File: src/rtl/coin_seq_pkg.sv
// Shared types and default frame counts for the coin/start pulse sequencer.
// No configuration macros are used in this file.
package coin_seq_pkg;

    typedef enum logic [2:0] {
        IDLE,
        COIN,
        GAP,
        START,
        RELEASE
    } coin_seq_state_t;

    localparam int DEF_COIN_FRAMES  = 3;
    localparam int DEF_GAP_FRAMES   = 6;
    localparam int DEF_START_FRAMES = 3;

    function automatic int max3(input int a, input int b, input int c);
        int m;
        m = (a > b) ? a : b;
        return (m > c) ? m : c;
    endfunction

endpackage

File: src/rtl/coin_start_sequencer_if.sv
// Request/pulse bundle between the player-input front end and the sequencer.
// Optional macro COIN_SEQ_DIRECT_COIN_EN adds the coin_req line.
interface coin_start_sequencer_if;

`ifdef COIN_SEQ_DIRECT_COIN_EN
    logic coin_req;
`endif
    logic vblank;
    logic start1_req;
    logic start2_req;
    logic coin_n;
    logic start1_n;
    logic start2_n;
    logic busy;

    // master: the request source; slave: the sequencer itself
    modport master (
`ifdef COIN_SEQ_DIRECT_COIN_EN
        output coin_req,
`endif
        output vblank,
        output start1_req,
        output start2_req,
        input  coin_n,
        input  start1_n,
        input  start2_n,
        input  busy
    );

    modport slave (
`ifdef COIN_SEQ_DIRECT_COIN_EN
        input  coin_req,
`endif
        input  vblank,
        input  start1_req,
        input  start2_req,
        output coin_n,
        output start1_n,
        output start2_n,
        output busy
    );

endinterface

File: src/rtl/coin_start_sequencer_vblank_tick.sv
// Rising-edge strobe on VBLANK: one clk-wide tick per frame.
// No configuration macros are used in this file.
module vblank_tick (
    input  logic clk,
    input  logic rst_n,
    input  logic vblank,
    output logic tick
);

    logic vblank_q;

    always_ff @(posedge clk or negedge rst_n) begin
        if (!rst_n) begin
            vblank_q <= 1'b0;
        end else begin
            vblank_q <= vblank;
        end
    end

    assign tick = vblank & ~vblank_q;

endmodule

File: src/rtl/coin_start_sequencer.sv
// Converts 1P/2P start intent into frame-timed coin-then-start pulses.
// Optional macro COIN_SEQ_DIRECT_COIN_EN adds a coin-only request path.
module coin_start_sequencer
    import coin_seq_pkg::*;
#(
    parameter int COIN_FRAMES  = DEF_COIN_FRAMES,
    parameter int GAP_FRAMES   = DEF_GAP_FRAMES,
    parameter int START_FRAMES = DEF_START_FRAMES
) (
    input  logic                   clk_sys,
    input  logic                   RESET_N,
    coin_start_sequencer_if.slave  io
);

    localparam int CNT_W = $clog2(max3(COIN_FRAMES, GAP_FRAMES, START_FRAMES) + 1);
    localparam logic [CNT_W-1:0] COIN_LAST  = CNT_W'(COIN_FRAMES - 1);
    localparam logic [CNT_W-1:0] GAP_LAST   = CNT_W'(GAP_FRAMES - 1);
    localparam logic [CNT_W-1:0] START_LAST = CNT_W'(START_FRAMES - 1);

    coin_seq_state_t  state, next_state;
    logic [CNT_W-1:0] frame_cnt;
    logic [1:0]       credits_left, credits_nxt;
    logic             sel2, sel2_nxt;      // 0 selects start 1, 1 selects start 2
    logic             no_start, no_start_nxt;
    logic             tick;
    logic             coin_q, start1_q, start2_q, busy_q;
    logic             any_req;

    vblank_tick u_tick (
        .clk    (clk_sys),
        .rst_n  (RESET_N),
        .vblank (io.vblank),
        .tick   (tick)
    );

`ifdef COIN_SEQ_DIRECT_COIN_EN
    // A held coin request must also be released, or it would re-trigger.
    assign any_req = io.start1_req | io.start2_req | io.coin_req;
`else
    assign any_req = io.start1_req | io.start2_req;
    assign no_start_nxt = 1'b0;
`endif

    // NOTE: every variable gets a default before the case, so no latches are inferred.
    always_comb begin
        next_state  = state;
        credits_nxt = credits_left;
        sel2_nxt    = sel2;
`ifdef COIN_SEQ_DIRECT_COIN_EN
        no_start_nxt = no_start;
`endif
        case (state)
            IDLE: begin
                if (io.start2_req) begin
                    next_state  = COIN;
                    credits_nxt = 2'd2;
                    sel2_nxt    = 1'b1;
`ifdef COIN_SEQ_DIRECT_COIN_EN
                    no_start_nxt = 1'b0;
`endif
                end else if (io.start1_req) begin
                    next_state  = COIN;
                    credits_nxt = 2'd1;
                    sel2_nxt    = 1'b0;
`ifdef COIN_SEQ_DIRECT_COIN_EN
                    no_start_nxt = 1'b0;
                end else if (io.coin_req) begin
                    next_state   = COIN;
                    credits_nxt  = 2'd1;
                    no_start_nxt = 1'b1;
`endif
                end
            end
            COIN: begin
                if (tick && frame_cnt == COIN_LAST) begin
                    next_state  = GAP;
                    credits_nxt = credits_left - 2'd1;
                end
            end
            GAP: begin
                if (tick && frame_cnt == GAP_LAST) begin
                    if (credits_left != 2'd0) begin
                        next_state = COIN;
                    end else if (no_start) begin
                        next_state = RELEASE;
                    end else begin
                        next_state = START;
                    end
                end
            end
            START: begin
                if (tick && frame_cnt == START_LAST) begin
                    next_state = RELEASE;
                end
            end
            RELEASE: begin
                if (!any_req) begin
                    next_state = IDLE;
                end
            end
            default: next_state = IDLE;
        endcase
    end

    // NOTE: sequential state uses non-blocking assignments only; the async reset
    // drives every output inactive at once, aborting any pulse mid-frame.
    always_ff @(posedge clk_sys or negedge RESET_N) begin
        if (!RESET_N) begin
            state        <= IDLE;
            frame_cnt    <= '0;
            credits_left <= 2'd0;
            sel2         <= 1'b0;
            coin_q       <= 1'b1;
            start1_q     <= 1'b1;
            start2_q     <= 1'b1;
            busy_q       <= 1'b0;
        end else begin
            state        <= next_state;
            credits_left <= credits_nxt;
            sel2         <= sel2_nxt;
            if (next_state != state) begin
                frame_cnt <= '0;
            end else if (tick && (state == COIN || state == GAP || state == START)) begin
                frame_cnt <= frame_cnt + 1'b1;
            end
            // Outputs decode next_state so they move on the same edge as the state.
            coin_q   <= (next_state != COIN);
            start1_q <= !(next_state == START && !sel2_nxt);
            start2_q <= !(next_state == START && sel2_nxt);
            busy_q   <= (next_state != IDLE);
        end
    end

`ifdef COIN_SEQ_DIRECT_COIN_EN
    always_ff @(posedge clk_sys or negedge RESET_N) begin
        if (!RESET_N) begin
            no_start <= 1'b0;
        end else begin
            no_start <= no_start_nxt;
        end
    end
`else
    assign no_start = 1'b0;
`endif

    assign io.coin_n   = coin_q;
    assign io.start1_n = start1_q;
    assign io.start2_n = start2_q;
    assign io.busy     = busy_q;

endmodule

File: src/flat_wrapper.sv
// flat-port wrapper written by rule: the top's interface ports become plain ports
module coin_start_sequencer_flat import coin_seq_pkg::*;
#(
    parameter int COIN_FRAMES  = DEF_COIN_FRAMES,
    parameter int GAP_FRAMES   = DEF_GAP_FRAMES,
    parameter int START_FRAMES = DEF_START_FRAMES
)
  (clk_sys, RESET_N, io_vblank, io_start1_req, io_start2_req, io_coin_n, io_start1_n, io_start2_n, io_busy);
  coin_start_sequencer_if io_i ();
  input  logic clk_sys;
  input  logic RESET_N;
  input wire logic [$bits(io_i.vblank)-1:0] io_vblank;
  input wire logic [$bits(io_i.start1_req)-1:0] io_start1_req;
  input wire logic [$bits(io_i.start2_req)-1:0] io_start2_req;
  output wire logic [$bits(io_i.coin_n)-1:0] io_coin_n;
  output wire logic [$bits(io_i.start1_n)-1:0] io_start1_n;
  output wire logic [$bits(io_i.start2_n)-1:0] io_start2_n;
  output wire logic [$bits(io_i.busy)-1:0] io_busy;
  assign io_i.vblank = io_vblank;
  assign io_i.start1_req = io_start1_req;
  assign io_i.start2_req = io_start2_req;
  assign io_coin_n = io_i.coin_n;
  assign io_start1_n = io_i.start1_n;
  assign io_start2_n = io_i.start2_n;
  assign io_busy = io_i.busy;
  coin_start_sequencer #(.COIN_FRAMES(COIN_FRAMES), .GAP_FRAMES(GAP_FRAMES), .START_FRAMES(START_FRAMES)) u_core (.clk_sys(clk_sys), .RESET_N(RESET_N), .io(io_i));
endmodule
File: config.mk
export PLATFORM = sky130hd
export DESIGN_NAME = coin_start_sequencer_flat
export DESIGN_NICKNAME = d
export VERILOG_FILES = /design/src/rtl/coin_seq_pkg.sv /design/src/rtl/coin_start_sequencer_if.sv /design/src/rtl/coin_start_sequencer_vblank_tick.sv /design/src/rtl/coin_start_sequencer.sv /design/src/flat_wrapper.sv
export SDC_FILE = /design/constraint.sdc
export NUM_CORES = 1
export LEC_CHECK = 0
export CORE_UTILIZATION = 55
export CTS_BUF_LIST = sky130_fd_sc_hd__clkbuf_4 sky130_fd_sc_hd__clkbuf_8
export DETAILED_ROUTE_END_ITERATION = 10
export PLACE_DENSITY = 0.78
export RECOVER_POWER = 25
export SLEW_MARGIN = 20
export SYNTH_ARGS = -nofsm -noshare
export SYNTH_HDL_FRONTEND = slang
export SYNTH_SLANG_ARGS = --single-unit
export TNS_END_PERCENT = 20
File: constraint.sdc
create_clock -name clk_sys -period 2.3 [get_ports clk_sys]
set_input_delay 0.46 -clock clk_sys [delete_from_list [all_inputs] [get_ports clk_sys]]
set_output_delay 0.46 -clock clk_sys [all_outputs]
set_load 0.02 [all_outputs]
Word-level counts from Yosys, hierarchy flattened
Index checks and enable logic that the tools add are counted.

Bits in registers: 14. Input bits: 5. Word-level logic and storage cells: 58.

$add $sub $neg: 2. Equality and inequality tests: 11. Muxes and demuxes: 17. Bitwise operators: 3. Reductions and logical operators: 16.

Operators with widths (count): $mux 3 (8); $pmux 3 s5 (1); $eq 3x2->1 const B (4); $mux 2 (4); $eq 3x3->1 const B (2); $reduce_bool 2->1 (3); $logic_and 1x1->1 (5); $pmux 2 s2 (1); $add 3x1->3 const B (1); $eq 3x1->1 const B (1); $logic_not 1->1 (3); $logic_not 3->1 (1); $mux 1 (3); $ne 3x1->1 const B (1); $ne 3x3->1 (1); $ne 3x3->1 const B (1); $reduce_and 3->1 (1); $reduce_bool 3->1 (1); $logic_or 1x1->1 (2); $ne 2x1->1 const B (1); $sub 2x1->2 const B (1); $and 1x1->1 (1); $not 1->1 (1); $or 1x1->1 (1).

Longest topological paths before layout
Gate-level depths: netlist (run 1).

Depth in word-level cells: 8. Depth in mapped cells: 6. Gate-level depth less buffers: 6.

By module
A second synthesis (run 1) with hierarchy kept.

Cell total of the unflattened synthesis: 76. Area, all modules: 807.0 um^2.

Modules (own cells, without submodules): coin_start_sequencer (times used 1, cells each 74, area each 768.2 um^2, sequential area each 329.1 um^2); vblank_tick (times used 1, cells each 2, area each 38.8 um^2, sequential area each 25.0 um^2).

Worst setup path before layout (run 1)
No wires, ideal clock.

Path type: register -> register. From: reg u_core.frame_cnt[0]. To: reg u_core.busy_q, in the netlist u_core.io.busy. Setup time: 0.131 ns. Data arrival time: 1.661 ns. Path slack: 0.507 ns. Stages on the path, launching flop included: 7. Buffers on the path: 0. Cells stage by stage: dfrtp_1 inv_1 ha_1 nor4bb_4 mux2i_1 nand2_1 or3_1.

Word-level cells in the longest chain between the ends: 5. Elaborated cells between the ends (all ways): 9.

Ends and longest elaborated chain: start: declaration (RTL line coin_start_sequencer.sv:21) `logic [CNT_W-1:0] frame_cnt;`; start signal: assignment (RTL line coin_start_sequencer.sv:124) `frame_cnt <= frame_cnt + 1'b1;`; $eq 3x2->1 or $eq 3x3->1 (tied branches) (RTL line coin_start_sequencer.sv:75, coin_start_sequencer.sv:92, coin_start_sequencer.sv:81); $logic_and 1x1->1, on equally long branches (RTL line coin_start_sequencer.sv:75, coin_start_sequencer.sv:92, coin_start_sequencer.sv:81); $mux 3, on equally long branches (RTL line coin_start_sequencer.sv:92, coin_start_sequencer.sv:75, coin_start_sequencer.sv:81); $pmux 3 s5 * (RTL line coin_start_sequencer.sv:52) `case (state)`; named net u_core.next_state[1] (RTL line coin_start_sequencer.sv:20) `coin_seq_state_t state, next_state;`; $reduce_bool 3->1 * (RTL line coin_start_sequencer.sv:130) `busy_q <= (next_state != IDLE);`; end signal: assignment (RTL line coin_start_sequencer.sv:130); end: declaration (RTL line coin_start_sequencer.sv:26) `logic coin_q, start1_q, start2_q, busy_q;`.

The timed path passes the listed nets; every way through them passes the cells marked *. A chain may end at the register's enable or synchronous reset.

Final worst setup path (run 1)
Same ends and word-level chain as after synthesis.

==> results by group, run 1 <==
Outcome
  – Status: finished clean

Yosys
  – Post-synth top area share: roughly a third
  – Post-Syn Nets: 85
  – Cell area after synthesis: 818 um^2
  – Seq cells post-synth: 14
  – Mapped Cells: 76
  – Sequential fraction of the synthesis area: a little over two fifths
  – Area leader, netlist: dfrtp_1
  – Synthesized area per cell: 10.8 um^2
  – Yosys warnings: 0
  – Library cells used by synthesis: 38
  – Top cells by area, synth: dfrtp_1 34%, dfstp_2 9.6%, ha_1 6.1%

Setup path
  – Reg2Reg Depth: 6
  – CP cell instances: inv_1 -> ha_1 -> nor4bb_4 -> mux2i_1 -> nand2_1 -> or3_1
  – Arr. time, crit path: 2.09 ns
  – CP max-delay cell: dfrtp_1
  – Internal reg-to-reg setup slack: approximately 0.38 ns
  – Critical Path RT: 2.46 ns
  – Largest stage delay on the critical path: 0.41 ns
  – CP Max Fanout: 4
  – CP Launch Point: u_core.frame_cnt[0]$_DFFE_PN0P_
  – Worst R2R Start: u_core.frame_cnt[0]$_DFFE_PN0P_
  – Startpoint Class: flop
  – FF-to-FF End: u_core.io.busy$_DFF_PN0_
  – Worst Setup EP: u_core.io.busy$_DFF_PN0_
  – Setup Crit Path Kind: reg2reg
  – Critical Path End Type: flop

Timing
  – RSZ-0062 raised after global routing: false
  – Layout Skew: 0.00293 ns
  – Setup Viol. Count Final: 0
  – Final TNS setup: 0 ns
  – Least-Margin Pin Slew: 0.640 ns
  – Tcrit/Tclk final: between 80% and 90%
  – Final hold vios: 0
  – Fmax: 0.521 GHz
  – Slew Viols, Final: 0
  – Rel. slew slack: 57.2%
  – Worst hold margin: roughly 0.48 ns
  – Tmin final: 1.92 ns
  – Setup ws final: 0.380 ns

Global routing
  – Vias in the first global route: 489
  – Initial antenna violation count: 0
  – GRT overflow: 0
  – Largest net degree at the start of global routing: 15
  – Overall routing resource usage: 20.6%
  – First-pass GRT wire length: around 2.2 mm

Floorplanning
  – Row count: 13
  – Ports: 9
  – Die Wd: between 40 and 50 um
  – Die Area: 1650 um^2
  – Core area: roughly 1400 um^2
  – Die Ht: 40.6 um
  – Starting Density: 60.6%

Placed design
  – Placer congestion estimate: 0.764
  – Port-buffer cells: 8
  – Detailed-placement wirelength estimate: 1.03 mm
  – Post-Place Setup Slack: 0.186 ns

Min path
  – Worst Hold Class: reg2reg

Drt
  – Routed WL: approximately 1.4 mm
  – Vias: 589
  – DR DRC count: 0
  – Routed vias/inst: 5.77
  – ANT nets after route: 0
  – WL per Instance: between 10 and 15 um
  – Initial DRC Count: 14
  – Drt first pass iters: 4

Final layout
  – Share of cells above drive strength 1: 18.4%
  – Area delta synth->final: 14.5%
  – Nets: 97
  – ANT cells: 0

Clock network
  – Postcts setup bufs: 0
  – Post_cts resized: 0
  – CTS max path bufs: 2
  – Hold-fix buffers, CTS: 0
  – CTS tree: yes
  – Total CTS buffers: 3
  – Clk slew on worst S/H paths: 0.08 ns
  – Worst-Skew Late Latency: 0.28 ns
  – Clk sinks: 14
  – H-Tree Level Count: 1
  – Root Buffer: clkbuf_4

Job
  – Max-Cap Viols: 0

Pwr
  – Worst IR Drop VDD: 0.791 mV
  – Pleak: 0.401 nW
  – Pwr per Cell Area: ~1100 nW/um^2
critical path, delay by kind of cell (launching register included):
family                   cells  cell delay [ns]
multiplexers                 1             0.28
AND/OR/NAND/NOR              3             0.83
adder cells (fa/ha/maj)      1             0.19
buffers and inverters        1             0.10
flip-flops                   1             0.41
final cells by class:
| cell class | count | area (um^2) |
|---|---|---|
| Inverter | 5 | 18.8 |
| Tap cell | 15 | 18.8 |
| Sequential cell | 14 | 354 |
| Multi-Input combinational cell | 54 | 418 |
| Timing Repair Buffer | 10 | 91.3 |
| Clock buffer | 4 | 36.3 |
| Fill cell | 96 | 413 |
metal layers:
layer | part of all wire, % | wire (um) | GRT usage [%]
met5 | 0 | 0 | 0
met4 | 1.5 | 21 | 7.50
met3 | 3.4 | 49 | 3.33
met2 | 45 | 646 | 29.8
met1 | 50 | 720 | 30.4
worst min path at each step:
stage                     cells past startpoint                                from                                 end  slack (ns)
final                                         1  u_core.credits_left[0]$_DFFE_PN0P_  u_core.credits_left[0]$_DFFE_PN0P_        0.48
after global routing                          1  u_core.credits_left[0]$_DFFE_PN0P_  u_core.credits_left[0]$_DFFE_PN0P_        0.50
after CTS                                     1  u_core.credits_left[0]$_DFFE_PN0P_  u_core.credits_left[0]$_DFFE_PN0P_        0.48
after detailed placement                      1  u_core.credits_left[0]$_DFFE_PN0P_  u_core.credits_left[0]$_DFFE_PN0P_        0.47
after global placement                        1  u_core.credits_left[0]$_DFFE_PN0P_  u_core.credits_left[0]$_DFFE_PN0P_        0.47
after floorplan                               0                             RESET_N  u_core.credits_left[0]$_DFFE_PN0P_        0.16
stage by stage:
stage | std cells | total power, W | instance area (um^2) | utilization, %
after detailed placement | 98 | 0.000895 | 905 | 67.0
after global routing | 102 | 0.00115 | 937 | 69.4
after global placement | 98 | 0.000888 | 905 | 67.0
after floorplan | 76 | 0.000783 | 818 | -
final | 102 | 0.00106 | 937 | 69.4
after CTS | 102 | 0.00108 | 941 | 69.7
placed cells by master (no fill, tap or decap), types with 3 or more instances in the layout:
cell / count
o21ai_0: 3
nand2_1: 4
clkbuf_4: 3
a21oi_1: 3
inv_1: 4
dfrtp_1: 11
nor3b_1: 3
nand3_1: 3
nor2_1: 4
ha_1: 4
clkdlybuf4s50_1: 7
nor3_1: 3
dfstp_2: 3
registers in the layout, summed over array words and instances, names as in the netlist:
signal	flops
u_core.sel2	1
u_core.io.start2_n	1
u_core.io.busy	1
u_core.frame_cnt	3
u_core.io.coin_n	1
u_core.io.start1_n	1
u_core.state	3
u_core.credits_left	2
u_core.u_tick.vblank_q	1
cells in the mapped netlist:
library cell and instances:
a22o_1 1, nor4b_1 1, a21o_1 1, nand2b_1 1, or3_4 1, inv_2 1, or4b_4 1, nand4bb_1 1
a21oi_4 1, o21a_1 1, ha_1 4, a21oi_2 1, xnor2_1 2, a211oi_1 2, nor3b_1 3, buf_2 1
a21oi_1 3, mux2i_1 1, o21ai_0 3, o31ai_1 1, nand3_1 3, nor2_1 4, and4b_1 1, or3_1 2
dfstp_2 3, a211o_2 1, nand2_1 4, and2_1 1, nor4bb_4 1, buf_6 2, a22oi_2 1, dfrtp_1 11
o21ai_1 1, inv_1 4, nand4b_1 1, or2_0 1, and3b_1 1, nor3_1 3
cell families after synthesis:
kind of cell | Yosys count | synth area share [%]
flops | 14 | 43.3
compound gates | 17 | 15.7
fa+ha+maj | 4 | 6.12
mux | 1 | 1.22
simple gates | 30 | 25.8
xor+xnor | 2 | 2.14
buf+inv | 8 | 5.66
report_power, final:
group / switching, W / internal, W
clock network: 0.0000776 / 0.0000963
logic: 0.000219 / 0.000218
registers: 0.0000945 / 0.000357
Power figures use the tool's default switching activity.
==> run 2: changes to the inputs <==
--- a/config.mk
+++ b/config.mk
@@ -5,10 +5,10 @@
 export SDC_FILE = /design/constraint.sdc
 export NUM_CORES = 1
 export LEC_CHECK = 0
-export CORE_UTILIZATION = 55
+export CORE_UTILIZATION = 51
 export CTS_BUF_LIST = sky130_fd_sc_hd__clkbuf_4 sky130_fd_sc_hd__clkbuf_8
 export DETAILED_ROUTE_END_ITERATION = 10
-export PLACE_DENSITY = 0.78
+export PLACE_DENSITY = 0.76
 export RECOVER_POWER = 25
 export SLEW_MARGIN = 20
 export SYNTH_ARGS = -nofsm -noshare
==> constraint.sdc (replaced) <==
create_clock -name clk_sys -period 1.7 [get_ports clk_sys]
set_input_delay 0.34 -clock clk_sys [delete_from_list [all_inputs] [get_ports clk_sys]]
set_output_delay 0.34 -clock clk_sys [all_outputs]
set_load 0.02 [all_outputs]
==> run 2 against run 1 <==
Compared with the run above: hold slack got worse by 0.072 ns; fmax rose by 15%; power is 47% higher; critical path depth did not move; routed wire length grew 19%.
==> results by group, run 2 (synthesis gave the netlist of run 1 again) <==
Setup path
  – Startpoint Class: flop (unchanged)
  – Critical Path RT: 1.88 ns (was 2.46 ns)
  – Delay-heaviest family, CP: simple AND/OR/NAND/NOR gates (unchanged)
  – Internal reg-to-reg setup slack: 0.04 ns (was 0.38 ns)
  – CP max-delay cell: dfrtp_1 (unchanged)
  – CP Max Fanout: 2 (was 4)
  – WP buf/inv: 1 (unchanged)
  – Arr. time, crit path: 1.84 ns (was 2.09 ns)
  – Critical Path End Type: flop (unchanged)
  – Setup Crit Path Kind: reg2reg (unchanged)
  – CP cell instances: inv_2 -> ha_4 -> nor4bb_4 -> mux2i_1 -> nand2_1 -> or3_1 (was inv_1 -> ha_1 -> nor4bb_4 -> mux2i_1 -> nand2_1 -> or3_1)
  – Largest stage delay on the critical path: 0.40 ns (was 0.41 ns)

Pwr
  – Pleak: 0.460 nW (was 0.401 nW)
  – Worst IR Drop VDD: 0.964 mV (was 0.791 mV)
  – Pwr per Cell Area: 1520 nW/um^2 (was 1130 nW/um^2)

Placed design
  – Dpl cell area: 973 um^2 (was 905 um^2)
  – Placer congestion estimate: 0.774 (was 0.764)
  – Port-buffer cells: 8 (unchanged)
  – Detailed-placement wirelength estimate: 1.23 mm (was 1.03 mm)

Clock network
  – Root Buffer: clkbuf_4 (unchanged)
  – Clk sinks: 14 (unchanged)
  – CTS max path bufs: 2 (unchanged)
  – H-Tree Level Count: 1 (unchanged)
  – Total CTS buffers: 3 (unchanged)
  – CTS tree: yes (unchanged)
  – Worst-Skew Late Latency: 0.29 ns (was 0.28 ns)
  – Clk slew on worst S/H paths: 0.09 ns (was 0.08 ns)

Outcome
  – Status: finished clean (unchanged)

Job
  – Max-Cap Viols: 0 (unchanged)

Timing
  – Final TNS setup: 0 ns (unchanged)
  – Least-Margin Pin Slew: 0.768 ns (was 0.640 ns)
  – Final hold vios: 0 (unchanged)
  – Layout Skew: 0.00897 ns (was 0.00293 ns)
  – Tcrit/Tclk final: 97.9% (was 83.5%)
  – RSZ-0062 raised after global routing: true (was false)
  – Setup Viol. Count Final: 0 (unchanged)
  – Rel. slew slack: 48.8% (was 57.2%)
  – Slew Viols, Final: 0 (unchanged)
  – Fmax: 0.601 GHz (was 0.521 GHz)
  – Tmin final: 1.66 ns (was 1.92 ns)

Global routing
  – First-pass GRT wire length: 2.87 mm (was 2.20 mm)
  – Vias in the first global route: 654 (was 489)
  – Initial antenna violation count: 0 (unchanged)
  – GRT met1 Usage: 29.5% (was 30.4%)
  – GR Util met3: 4.31% (was 3.33%)
  – Overall routing resource usage: 22.5% (was 20.6%)
  – Largest net degree at the start of global routing: 15 (unchanged)
  – Gr busiest metal: met2 (was met1)
  – GRT overflow: 0 (unchanged)
  – GR Layer Usage met2: 32.8% (was 29.8%)

Final layout
  – Area delta synth->final: 25.7% (was 14.5%)
  – Nets: 107 (was 97)
  – Commonest non-fill, non-tap cells in the layout: 11 x dfrtp_1, 10 x buf_4, 4 x nand2_1, 4 x nor2_1 (was 11 x dfrtp_1, 7 x clkdlybuf4s50_1)
  – Largest registers: u_core.frame_cnt: 3 flops, u_core.state: 3 flops, u_core.credits_left: 2 flops (unchanged)
  – Commonest non-fill, non-tap cell in the layout: dfrtp_1 (unchanged)
  – Share of cells above drive strength 1: 29.9% (was 18.4%)
  – ANT cells: 0 (unchanged)
  – Fill cells: 114 (was 96)
  – Design area: 1030 um^2 (was 937 um^2)

Min path
  – Worst Hold Class: in2reg (was reg2reg)

Drt
  – Drt first pass iters: 4 (unchanged)
  – Vias: 656 (was 589)
  – WL per Instance: 15.1 um (was 14.1 um)
  – Initial DRC Count: 24 (was 14)
  – ANT nets after route: 0 (unchanged)
  – Routed WL: 1.71 mm (was 1.44 mm)
  – Routed vias/inst: 5.81 (was 5.77)
  – DR DRC count: 0 (unchanged)

Floorplanning
  – Row count: 14 (was 13)
  – Core area: 1510 um^2 (was 1350 um^2)
  – Ports: 9 (unchanged)
  – Starting Density: 54.3% (was 60.6%)
  – Die Wd: 42.1 um (was 40.6 um)
  – Die Area: 1770 um^2 (was 1650 um^2)
  – Die Ht: 42.1 um (was 40.6 um)
==> run 2: changes by cell type in the layout (fill, tap and decap cells not counted), sizes merged <==
cell and delta:
clkdlybuf4s50 -4, buf +9, dlygate4sd2 +3, dlymetal6s2s +1, clkbuf +1
==> run 2: metrics by stage <==
step,util [%],hold WS (ns),std cells,worst slack (ns),total power (W)
3_5_place_dp,64.6,0.471,108,-0.332,0.00132
2_1_floorplan,-,0.0444,76,0.0103,0.00106
4_1_cts,66.8,0.354,112,-0.00186,0.00155
3_3_place_gp,64.6,0.465,108,-0.263,0.00129
6_report,68.3,0.403,113,0.0351,0.00157
5_1_grt,68.3,0.401,113,-0.0577,0.00169
==> run 2: area by class of cell <==
type	count	area (um^2)	share of cell area [%]
inverter	5	18.8	1.82
tap	16	20.0	1.95
clock buffer	4	36.3	3.53
multi-input combinational	54	438	42.6
sequential	14	354	34.4
timing repair buffer	20	161	15.7
==> run 2: layer usage <==
layer,share of wire [%],vias up
met2,51,17
met4,1.5,0
met1,43,316
li1,-,319
met3,4.4,4
met5,0,-
==> run 2: report_power, final <==
group | total (W) | switching, W | internal (W)
combinational | 0.000704 | 0.000343 | 0.000362
sequential | 0.000615 | 0.000132 | 0.000483
clock | 0.000247 | 0.000117 | 0.000131
total | 0.00157 | 0.000591 | 0.000975
==> run 2: path summary, 6_finish.rpt <==
path                                                    startpoint                            endpoint  cells after the start
worst min register to register  u_core.credits_left[0]$_DFFE_PN0P_  u_core.credits_left[0]$_DFFE_PN0P_                      1
worst max-delay path               u_core.frame_cnt[0]$_DFFE_PN0P_            u_core.io.busy$_DFF_PN0_                      6
min in group asynchronous                                  RESET_N    u_core.u_tick.vblank_q$_DFF_PN0_                      2
worst min-delay path                                     io_vblank    u_core.u_tick.vblank_q$_DFF_PN0_                      2
max in group asynchronous                                  RESET_N           u_core.state[0]$_DFF_PN0_                      2
worst max register to register     u_core.frame_cnt[0]$_DFFE_PN0P_            u_core.io.busy$_DFF_PN0_                      6
==> run 2: what timing repair did <==
action	4_1_cts	5_1_grt
hold buffers	0	0
buffers inserted	0	1
gates resized for setup	3	6
pin swaps	0	1
setup endpoints to repair	4	2
==> run 3: changes to the inputs <==
--- a/config.mk
+++ b/config.mk
@@ -10,6 +10,7 @@
 export DETAILED_ROUTE_END_ITERATION = 10
 export PLACE_DENSITY = 0.76
 export RECOVER_POWER = 25
+export REMOVE_ABC_BUFFERS = 1
 export SLEW_MARGIN = 20
 export SYNTH_ARGS = -nofsm -noshare
 export SYNTH_HDL_FRONTEND = slang
==> run 3 against run 2 <==
Compared with the run above: the flow now finishes with violations (design-rule violations, negative setup slack); global-route usage is 1.1 points lower; design area rose by 4.9%; sequential share of layout area decreased by 1.6 points; sequential cell count unchanged; clock power down 4%; largest cell class unchanged; largest power group unchanged.
==> results by group, run 3 (synthesis gave the netlist of run 1 again) <==
Timing
  – RSZ-0062 raised after global routing: true (unchanged)
  – Fmax: 0.579 GHz (was 0.601 GHz)
  – Tmin final: 1.73 ns (was 1.66 ns)
  – Setup Viol. Count Final: 2 (was 0)
  – Final hold vios: 0 (unchanged)
  – Tcrit/Tclk final: 102% (was 97.9%)
  – Setup ws final: -0.0262 ns (was 0.0351 ns)
  – Least-Margin Pin Slew: 0.737 ns (was 0.768 ns)
  – Rel. slew slack: 50.8% (was 48.8%)
  – Final TNS setup: -0.0280 ns (was 0 ns)
  – Layout Skew: 0.00196 ns (was 0.00897 ns)
  – Slew Viols, Final: 0 (unchanged)

Final layout
  – Share of cells above drive strength 1: 33.7% (was 29.9%)
  – Multi-input gate area: 435 um^2 (was 438 um^2)
  – Fill cells: 106 (was 114)
  – Area delta synth->final: 31.8% (was 25.7%)
  – ANT cells: 0 (unchanged)
  – Commonest non-fill, non-tap cell in the layout: buf_4 (was dfrtp_1)
  – Sequential cell area: 354 um^2 (unchanged)
  – Nets: 114 (was 107)
  – Commonest non-fill, non-tap cells in the layout: 17 x buf_4, 11 x dfrtp_1, 4 x nand2_1, 4 x nor2_1 (was 11 x dfrtp_1, 10 x buf_4, 4 x nand2_1, 4 x nor2_1)
  – Design area: 1080 um^2 (was 1030 um^2)
  – Largest registers: u_core.frame_cnt: 3 flops, u_core.state: 3 flops, u_core.credits_left: 2 flops (unchanged)

Floorplanning
  – Ports: 9 (unchanged)
  – Die Area: 1770 um^2 (unchanged)
  – Die Wd: 42.1 um (unchanged)
  – Row count: 14 (unchanged)
  – Starting Density: 54.3% (unchanged)
  – Core area: 1510 um^2 (unchanged)
  – Die Ht: 42.1 um (unchanged)

Global routing
  – Largest net degree at the start of global routing: 15 (unchanged)
  – GRT overflow: 0 (unchanged)
  – Initial antenna violation count: 0 (unchanged)
  – First-pass GRT wire length: 2.79 mm (was 2.87 mm)
  – Overall routing resource usage: 21.3% (was 22.5%)
  – Vias in the first global route: 634 (was 654)

Clock network
  – Root Buffer: clkbuf_4 (unchanged)
  – Clk sinks: 14 (unchanged)
  – H-Tree Level Count: 1 (unchanged)
  – CTS max path bufs: 2 (unchanged)
  – Worst-Skew Late Latency: 0.28 ns (was 0.29 ns)
  – CTS tree: yes (unchanged)
  – Total CTS buffers: 3 (unchanged)
  – Clk slew on worst S/H paths: 0.08 ns (was 0.09 ns)
  – Hold-fix buffers, CTS: 0 (unchanged)

Setup path
  – Startpoint Class: flop (unchanged)
  – CP cell instances: inv_2 -> ha_4 -> nor4bb_4 -> mux2i_1 -> nand2_1 -> or3_1 (unchanged)
  – Setup Crit Path Kind: reg2reg (unchanged)
  – CP Max Fanout: 2 (unchanged)
  – CP max-delay cell: dfrtp_1 (unchanged)
  – Critical Path End Type: flop (unchanged)
  – Critical Path RT: 1.86 ns (was 1.88 ns)
  – Delay-heaviest family, CP: simple AND/OR/NAND/NOR gates (unchanged)
  – WP buf/inv: 1 (unchanged)
  – Largest stage delay on the critical path: 0.40 ns (about the same)
  – Arr. time, crit path: 1.89 ns (was 1.84 ns)

Pwr
  – Pwr per Cell Area: 1540 nW/um^2 (was 1520 nW/um^2)
  – Worst IR Drop VDD: 0.958 mV (was 0.964 mV)
  – Post-layout total power: 0.00166 W (was 0.00157 W)
  – Pleak: 0.489 nW (was 0.460 nW)

Drt
  – Initial DRC Count: 19 (was 24)
  – Routed vias/inst: 5.54 (was 5.81)
  – Vias: 665 (was 656)
  – Max Used Layer: met4 (unchanged)
  – ANT nets after route: 0 (unchanged)
  – WL per Instance: 13.7 um (was 15.1 um)
  – Routed met2 length: 785 um (was 878 um)
  – Routed WL: 1.65 mm (was 1.71 mm)
  – WL met3: 42 um (was 75 um)
  – Met1 WL: 812 um (was 725 um)
  – Drt first pass iters: 7 (was 4)
  – DR DRC count: 1 (was 0)

Outcome
  – Status: finished, violations left (was finished clean)
  – Failing checks: design-rule violations, negative setup slack

Placed design
  – Dpl cell area: 988 um^2 (was 973 um^2)
  – Port-buffer cells: 8 (unchanged)
  – Detailed-placement wirelength estimate: 1.15 mm (was 1.23 mm)
  – Placer congestion estimate: 0.884 (was 0.774)

Job
  – Max-Cap Viols: 0 (unchanged)

Min path
  – Worst Hold Class: in2reg (unchanged)
[run 3: changes by cell type in the layout (fill, tap and decap cells not counted)]
cell,delta
nor3b_1,+1
o21ai_0,+1
nor3b_2,-1
and2_1,+1
and2_4,-1
nand3_1,-1
nand3_2,+1
o21ai_1,-1
buf_4,+7
[run 3: per-stage QoR]
step / setup slack, ns / hold slack, ns / cells / utilization, %
finish: -0.0262 / 0.413 / 120 / 71.6
global route: -0.123 / 0.422 / 120 / 71.6
CTS: -0.0266 / 0.362 / 119 / 70.4
detailed placement: -0.240 / 0.490 / 110 / 65.6
global placement: -0.188 / 0.471 / 110 / 65.6
floorplan: -0.0927 / 0.0444 / 73 / -
[run 3: what timing repair did]
item | in CTS | in global routing
endpoints found under the setup margin | 4 | 6
buffers inserted | 5 | 1
resized for setup | 5 | 3
pin swaps | 2 | 4
[run 3: layout make-up]
cell class,count,area share (%)
well taps,16,1.86
inverters,5,1.74
repair buffers,27,19.8
clock buffers,4,3.36
flip-flops and latches,14,32.8
multi-input cells,54,40.4
[run 3: path summary, 6_finish.rpt]
path / startpoint / endpoint / slack (ns) / cells after the start
setup / recovery: u_core.frame_cnt[0]$_DFFE_PN0P_ / u_core.io.busy$_DFF_PN0_ / -0.03 / 6
hold reg to reg: u_core.credits_left[0]$_DFFE_PN0P_ / u_core.credits_left[0]$_DFFE_PN0P_ / 0.49 / 1
setup reg to reg: u_core.frame_cnt[0]$_DFFE_PN0P_ / u_core.io.busy$_DFF_PN0_ / -0.03 / 6
max in group asynchronous: RESET_N / u_core.io.busy$_DFF_PN0_ / 0.61 / 2
hold / removal: io_vblank / u_core.u_tick.vblank_q$_DFF_PN0_ / 0.41 / 2
min in group asynchronous: RESET_N / u_core.u_tick.vblank_q$_DFF_PN0_ / 0.62 / 2
[run 3: per-layer routing]
layer / track usage [%] / vias to the layer above
met4: 5.63 / 0
met2: 32.5 / 10
li1: - / 334
met5: 0 / -
met1: 30.7 / 319
met3: 5.17 / 2
[run 3: power breakdown]
part | total, W | internal [W] | switching [W]
Combinational | 0.000806 | 0.000438 | 0.000369
Sequential | 0.000614 | 0.000483 | 0.000131
Clock | 0.000238 | 0.000130 | 0.000108
[run 3: worst reg2reg max path, stage by stage, from the launching register on]
cell,delay (ns)
dfrtp_1,0.40
inv_2,0.08
ha_4,0.13
nor4bb_4,0.25
mux2i_1,0.28
nand2_1,0.10
or3_1,0.36
